File: src/rtl/regfile_pkg.sv
// Shared types and default constants for the multi-port register file.
package regfile_pkg;

  typedef enum logic {
    IDLE  = 1'b0,
    CLEAR = 1'b1
  } state_t;

  localparam int DEF_DATA_W  = 32;
  localparam int DEF_ADDR_W  = 5;
  localparam int DEF_SP_IDX  = 29;
  localparam int DEF_SP_INIT = 252;

endpackage

File: src/rtl/regfile_rd_port.sv
// One registered read port: zero/bypass select followed by the output register.
module regfile_rd_port
  import regfile_pkg::*;
#(
  parameter int DATA_W = DEF_DATA_W,
  parameter int ADDR_W = DEF_ADDR_W
) (
  input  logic              elk,
  input  logic              nrst,
  input  logic [DATA_W-1:0] arr_data,
  input  logic              byp_en,
  input  logic [ADDR_W-1:0] byp_addr,
  input  logic [DATA_W-1:0] byp_data,
  input  logic              rd_en,
  input  logic [ADDR_W-1:0] addr,
  output logic [DATA_W-1:0] rd_data,
  output logic              rd_valid
);

  logic [DATA_W-1:0] sel_p0;
  logic [DATA_W-1:0] data_p1;
  logic              vld_p1;

  // Select R0 zero, the same-edge write value, or the stored value.
  always_comb begin
    sel_p0 = arr_data;
    if (addr == '0)
      sel_p0 = '0;
    else if (byp_en && (byp_addr == addr))
      sel_p0 = byp_data;
  end

  // ---- stage p0 -> p1: output register, data held when not reading ----
  always_ff @(posedge elk or posedge nrst) begin
    if (nrst) begin
      data_p1 <= '0;
      vld_p1  <= 1'b0;
    end else begin
      vld_p1 <= rd_en;
      if (rd_en)
        data_p1 <= sel_p0;
    end
  end

  assign rd_data  = data_p1;
  assign rd_valid = vld_p1;

endmodule

File: src/rtl/regfile_mp.sv
// Multi-read-port register file with write bypass, hardwired R0, SP reset
// value and a one-register-per-cycle clear sequencer.
module regfile_mp
  import regfile_pkg::*;
#(
  parameter int DATA_W  = DEF_DATA_W,
  parameter int ADDR_W  = DEF_ADDR_W,
  parameter int NUM_RD  = 2,
  parameter int SP_IDX  = DEF_SP_IDX,
  parameter int SP_INIT = DEF_SP_INIT
) (
  input  logic                     elk,
  input  logic                     nrst,
  input  logic                     wr_en,
  input  logic [ADDR_W-1:0]        wr_addr,
  input  logic [DATA_W-1:0]        wr_data,
  input  logic [NUM_RD-1:0]        rd_en,
  input  logic [NUM_RD*ADDR_W-1:0] rd_addr,
  output logic [NUM_RD*DATA_W-1:0] rd_data,
  output logic [NUM_RD-1:0]        rd_valid,
  input  logic                     clr_req,
  output logic                     busy,
  output logic                     wr_err
);

  localparam int NUM_REGS = 2 ** ADDR_W;
  localparam logic [ADDR_W-1:0] LAST_IDX = ADDR_W'(NUM_REGS - 1);
  localparam logic [ADDR_W-1:0] SP_A     = ADDR_W'(SP_IDX);
  localparam logic [DATA_W-1:0] SP_VAL   = DATA_W'(SP_INIT);

  logic [DATA_W-1:0] regs [NUM_REGS];
  state_t            state;
  logic [ADDR_W-1:0] ctr;
  logic              wr_ok;

  // A write lands only outside the sweep and never on R0.
  assign wr_ok = wr_en && (wr_addr != '0) && (state == IDLE);

  // Clear sequencer with registered busy and write-drop flag.
  always_ff @(posedge elk or posedge nrst) begin
    if (nrst) begin
      state  <= IDLE;
      ctr    <= ADDR_W'(1);
      busy   <= 1'b0;
      wr_err <= 1'b0;
    end else begin
      wr_err <= wr_en && !wr_ok;
      case (state)
        IDLE: begin
          if (clr_req) begin
            state <= CLEAR;
            busy  <= 1'b1;
          end
        end
        CLEAR: begin
          if (ctr == LAST_IDX) begin
            state <= IDLE;
            busy  <= 1'b0;
            ctr   <= ADDR_W'(1);
          end else begin
            ctr <= ctr + ADDR_W'(1);
          end
        end
        default: state <= IDLE;
      endcase
    end
  end

  // Storage: reset image, sweep writes, then accepted writes.
  always_ff @(posedge elk or posedge nrst) begin
    if (nrst) begin
      for (int i = 0; i < NUM_REGS; i++)
        regs[i] <= (i == SP_IDX) ? SP_VAL : '0;
    end else if (state == CLEAR) begin
      regs[ctr] <= (ctr == SP_A) ? SP_VAL : '0;
    end else if (wr_ok) begin
      regs[wr_addr] <= wr_data;
    end
  end

  for (genvar g = 0; g < NUM_RD; g++) begin : g_rd
    logic [ADDR_W-1:0] addr;
    assign addr = rd_addr[g*ADDR_W +: ADDR_W];

    regfile_rd_port #(
      .DATA_W(DATA_W),
      .ADDR_W(ADDR_W)
    ) u_port (
      .elk      (elk),
      .nrst     (nrst),
      .arr_data (regs[addr]),
      .byp_en   (wr_ok),
      .byp_addr (wr_addr),
      .byp_data (wr_data),
      .rd_en    (rd_en[g]),
      .addr     (addr),
      .rd_data  (rd_data[g*DATA_W +: DATA_W]),
      .rd_valid (rd_valid[g])
    );
  end

endmodule

File: config.mk
export PLATFORM = sky130hd
export DESIGN_NAME = regfile_mp
export DESIGN_NICKNAME = d
export VERILOG_FILES = /design/src/rtl/regfile_pkg.sv /design/src/rtl/regfile_rd_port.sv /design/src/rtl/regfile_mp.sv
export SDC_FILE = /design/constraint.sdc
export NUM_CORES = 2
export LEC_CHECK = 0
export ABC_CLOCK_PERIOD_IN_PS = 57900
export CAP_MARGIN = 10
export CORE_MARGIN = 2
export CORE_UTILIZATION = 63
export CTS_CLUSTER_DIAMETER = 100
export DETAILED_ROUTE_END_ITERATION = 16
export GPL_TIMING_DRIVEN = 0
export PLACE_DENSITY = 0.81
export SYNTH_ARGS = -nofsm -noshare
export SYNTH_HDL_FRONTEND = slang
export SYNTH_SLANG_ARGS = --single-unit
File: constraint.sdc
create_clock -name elk -period 57.9 [get_ports elk]
set_input_delay 14.475 -clock elk [delete_from_list [all_inputs] [get_ports elk]]
set_output_delay 14.475 -clock elk [all_outputs]
set_load 0.02 [all_outputs]
==> results.txt <==
----------------------------------------------------
[Detailed routing]
  Drt total wl ... 211,600 um
  Initial DRC count ... 6,173
  Final routed wire length divided by cell count ... 30.60 um
  Number of DRC violations after detailed routing ... 0
  Number of iterations in the first detailed-routing pass ... 7
  Final ANT Viol Nets ... 0
  Detailed-route via count ... 48.45k
  Post-detailed-route via-to-cell ratio ... 7.006

[Worst setup path]
  Endpoint required time on the critical path ... 58,520 ps
  Startpoint kind of the worst setup timing path ... input port
  Critical path capture point type ... register
  Critical path fanouts, max ... 10
  Crit path kind ... in2reg
  Signal arrival time at the worst endpoint ... 18,230 ps

[Logic synthesis]
  Combinational family with the most area after synthesis ... multiplexers
  Async S/R FF share, synth ... 100.0%
  Synth Area in Compound Gates ... 8.123%
  Post-Synthesis Cells ... 5,287
  Synthesis warning total ... 0
  Leading register cell type out of synthesis ... sky130_fd_sc_hd__dfrtp_1
  Post-synthesis sequential element count ... 1,098
  Post-synthesis share of cell area spent on full adders, half adders and majority gates ... 0.1014%
  Number of enable flip-flop cells after synthesis ... 0
  Mean instance size in the synthesized netlist ... 11.67 sq um
  Sequential fraction of the synthesis area ... 44.53%
  Basic-gate share of the synthesized area counting and, or, nand and nor cells ... 9.235%
  Synth cell types ... 51
  Syn nets ... 5,345
  Netlist area before placement ... 0.06172 sq mm
  Proportion of synthesized area in mux cells ... 34.22%
  Synth Area in XOR/XNOR ... 0.1419%

[Clock network]
  Clock slew seen by the registers of the worst setup and hold paths ... 60 ps
  H-Tree Level Count ... 3
  Clock sink total ... 1,098
  Post-CTS Hold Fix Bufs ... 0
  CTS Buffer Depth ... 3
  Num CTS Buffers ... 116
  CTS root buf ... sky130_fd_sc_hd__clkbuf_16
  Number of buffers added for setup after CTS ... 0
  CTS tree ... done
  Worst skew pair latency ... 740 ps
  Gates resized, CTS repair ... 0

[Global routing]
  Number of global-route vias before repair ... 49.39k
  Wire length of the first global-routing pass ... 313,100 um
  Total congestion overflow after global routing ... 0
  Initial antenna violation count ... 10
  Pin count of the biggest net entering global routing ... 128
  GRT Util Overall ... 42.35%

[Placed design]
  Final weighted congestion in routability-driven placement ... 1.020
  Buffers on Ports ... 114
  DP HPWL ... 160,300 um

[Worst hold path]
  Worst min-delay path category ... reg2reg

[Cells and area]
  Fin nets ... 5,593
  Fraction of final layout cells with drive strength greater than 1 ... 29.23%
  Sequential cell area ... 0.02749 sq mm
  Total of fill cells in the finished design ... 6,701
  Footprint of the multi-input gates ... 0.03205 sq mm
  Relative area change from synthesis to final layout ... 11.78%

[Timing]
  Setup repair after global routing missed its margin ... no
  Final worst path period need ... 17,610 ps
  Period Utilization, post-route ... 30.41%
  Endpoints failing hold ... 0
  Worst slew slack as a fraction of its limit ... -3.421%
  Sum of negative setup slack ... 0 ps
  Worst slack on hold paths ... 509.3 ps
  Finish-stage setup viols ... 0
  Transition time at the pin with the least slew margin ... 1551 ps
  Worst clock skew ... 35.77 ps
  Highest clock frequency the design can meet ... 56.79 MHz
  Pins Over Slew Limit ... 5

[Die]
  Rows ... 114
  Floorplan die height ... 317.0 um
  # IOs ... 121
  Horiz. Die Dim ... 317.0 um
  Area of the core ... 0.09685 sq mm
  Starting density of the core ... 63.73%
  Die area ... 0.1005 sq mm

[Power]
  Worst voltage drop across the vdd grid ... 0.02837 mV
  Reported leakage power ... 31.43 nW
  Cell area power density ... 29.77 mW/mm^2

[Status]
  Failing checks ... max-slew violations
  Run status ... complete, but fails checks

[Job]
  Max cap viols ... 0

----------------------------------------------------
## cell type report
cell class	count	share of cell area (%)
diodes	5	0.01813
well taps	1276	2.314
inverters	7	0.04896
flip-flops and latches	1098	39.83
repair buffers	130	2.087
multi-input cells	3657	46.45
clock inverters	60	1.142
clock buffers	157	4.871
plain buffers	525	3.231
## cells by family after synthesis
kind of cell / after synthesis
AO/OA/AOI/OAI: 661
XOR/XNOR: 10
adder cells (fa/ha/maj): 5
buffers and inverters: 532
flip-flops: 1098
multiplexers: 1677
AND/OR/NAND/NOR: 1304
## power by group
| part | internal (mW) | switching [mW] |
|---|---|---|
| sequential | 0.797 | 0.0305 |
| clock | 0.479 | 0.336 |
| combinational | 0.128 | 0.283 |
## synthesized netlist by cell type (5+ instances only)
cell | count | area (sq um)
sky130_fd_sc_hd__dfstp_2 | 7 | 183.9
sky130_fd_sc_hd__o21ai_0 | 49 | 245.2
sky130_fd_sc_hd__ha_1 | 5 | 62.56
sky130_fd_sc_hd__buf_2 | 201 | 1006
sky130_fd_sc_hd__a22oi_1 | 256 | 1922
sky130_fd_sc_hd__xor2_1 | 10 | 87.58
sky130_fd_sc_hd__o22ai_1 | 129 | 807.0
sky130_fd_sc_hd__and3_1 | 5 | 31.28
sky130_fd_sc_hd__a41oi_1 | 64 | 560.5
sky130_fd_sc_hd__nand2_1 | 131 | 491.7
sky130_fd_sc_hd__inv_1 | 6 | 22.52
sky130_fd_sc_hd__and2_1 | 36 | 225.2
sky130_fd_sc_hd__mux2i_1 | 518 | 5185
sky130_fd_sc_hd__clkbuf_1 | 318 | 1194
sky130_fd_sc_hd__or2_2 | 64 | 400.4
sky130_fd_sc_hd__nor4b_1 | 6 | 52.55
sky130_fd_sc_hd__o31ai_1 | 64 | 480.5
sky130_fd_sc_hd__a32oi_2 | 20 | 325.3
sky130_fd_sc_hd__mux2_1 | 48 | 540.5
sky130_fd_sc_hd__mux4_2 | 256 | 5766
sky130_fd_sc_hd__nor4bb_1 | 6 | 60.06
sky130_fd_sc_hd__mux2_2 | 855 | 9628
sky130_fd_sc_hd__nor2_1 | 889 | 3337
sky130_fd_sc_hd__nand4_1 | 64 | 400.4
sky130_fd_sc_hd__dfrtp_1 | 1091 | 27300
sky130_fd_sc_hd__nor2b_1 | 68 | 425.4
sky130_fd_sc_hd__a22o_1 | 58 | 508.0
sky130_fd_sc_hd__a32oi_1 | 9 | 78.83
## state kept, by name, summed over array words and instances (netlist names)
signal,flops
regs,1024
state,1
wr_err,1
busy,1
ctr,5
g_rd.u_port.rd_valid,2
g_rd.u_port.rd_data,64
## path summary, 6_finish.rpt
kind | start | to | slack, ps | cells after the start
max | wr_addr[3] | regs[231] | 40290 | 7
min | regs[73] | regs[73] | 510 | 2
max reg2reg | ctr[0] | regs[231] | 54400 | 7
min reg2reg | regs[73] | regs[73] | 510 | 2
max in group asynchronous | nrst | regs[838] | 41540 | 5
min in group asynchronous | nrst | regs[107] | 14170 | 2
## critical path, stage by stage
cell and delay, ps:
sky130_fd_sc_hd__clkdlybuf4s50_1 510, sky130_fd_sc_hd__buf_2 260, sky130_fd_sc_hd__nor3_4 550, sky130_fd_sc_hd__a21oi_2 280, sky130_fd_sc_hd__a32oi_1 1220, sky130_fd_sc_hd__buf_2 510
sky130_fd_sc_hd__mux2_2 420
## metrics by stage
stage / total power, mW / cells / area (sq um) / utilization [%] / worst slack [ps]
finish: 2.054 / 6915 / 69000 / 71.24 / 40290
global route: 2.095 / 6912 / 68990 / 71.23 / 40370
CTS: 2.032 / 6909 / 68980 / 71.22 / 40520
detailed placement: 1.231 / 6692 / 64830 / 66.94 / 39780
global placement: 1.222 / 6677 / 64460 / 66.56 / 67.40
floorplan: 1.071 / 5287 / 61720 / - / 12520
## layout by cell type (no fill, tap or decap), drive strengths merged, types with 114 or more instances in the layout
cell / instances
a22oi: 256
buf: 223
nand2: 131
nor2: 890
o22ai: 129
dfrtp: 1091
clkdlybuf4s50: 114
clkbuf: 475
mux4: 256
mux2: 903
mux2i: 518
## layer usage
metal	up-vias	GRT usage (%)	wire, um
li1	19860	-	-
met1	24768	55.70	78640
met2	3155	62.09	92330
met3	653	14.00	26870
met4	10	23.85	13710
met5	-	0	46
(Power assumes the default switching activity.)
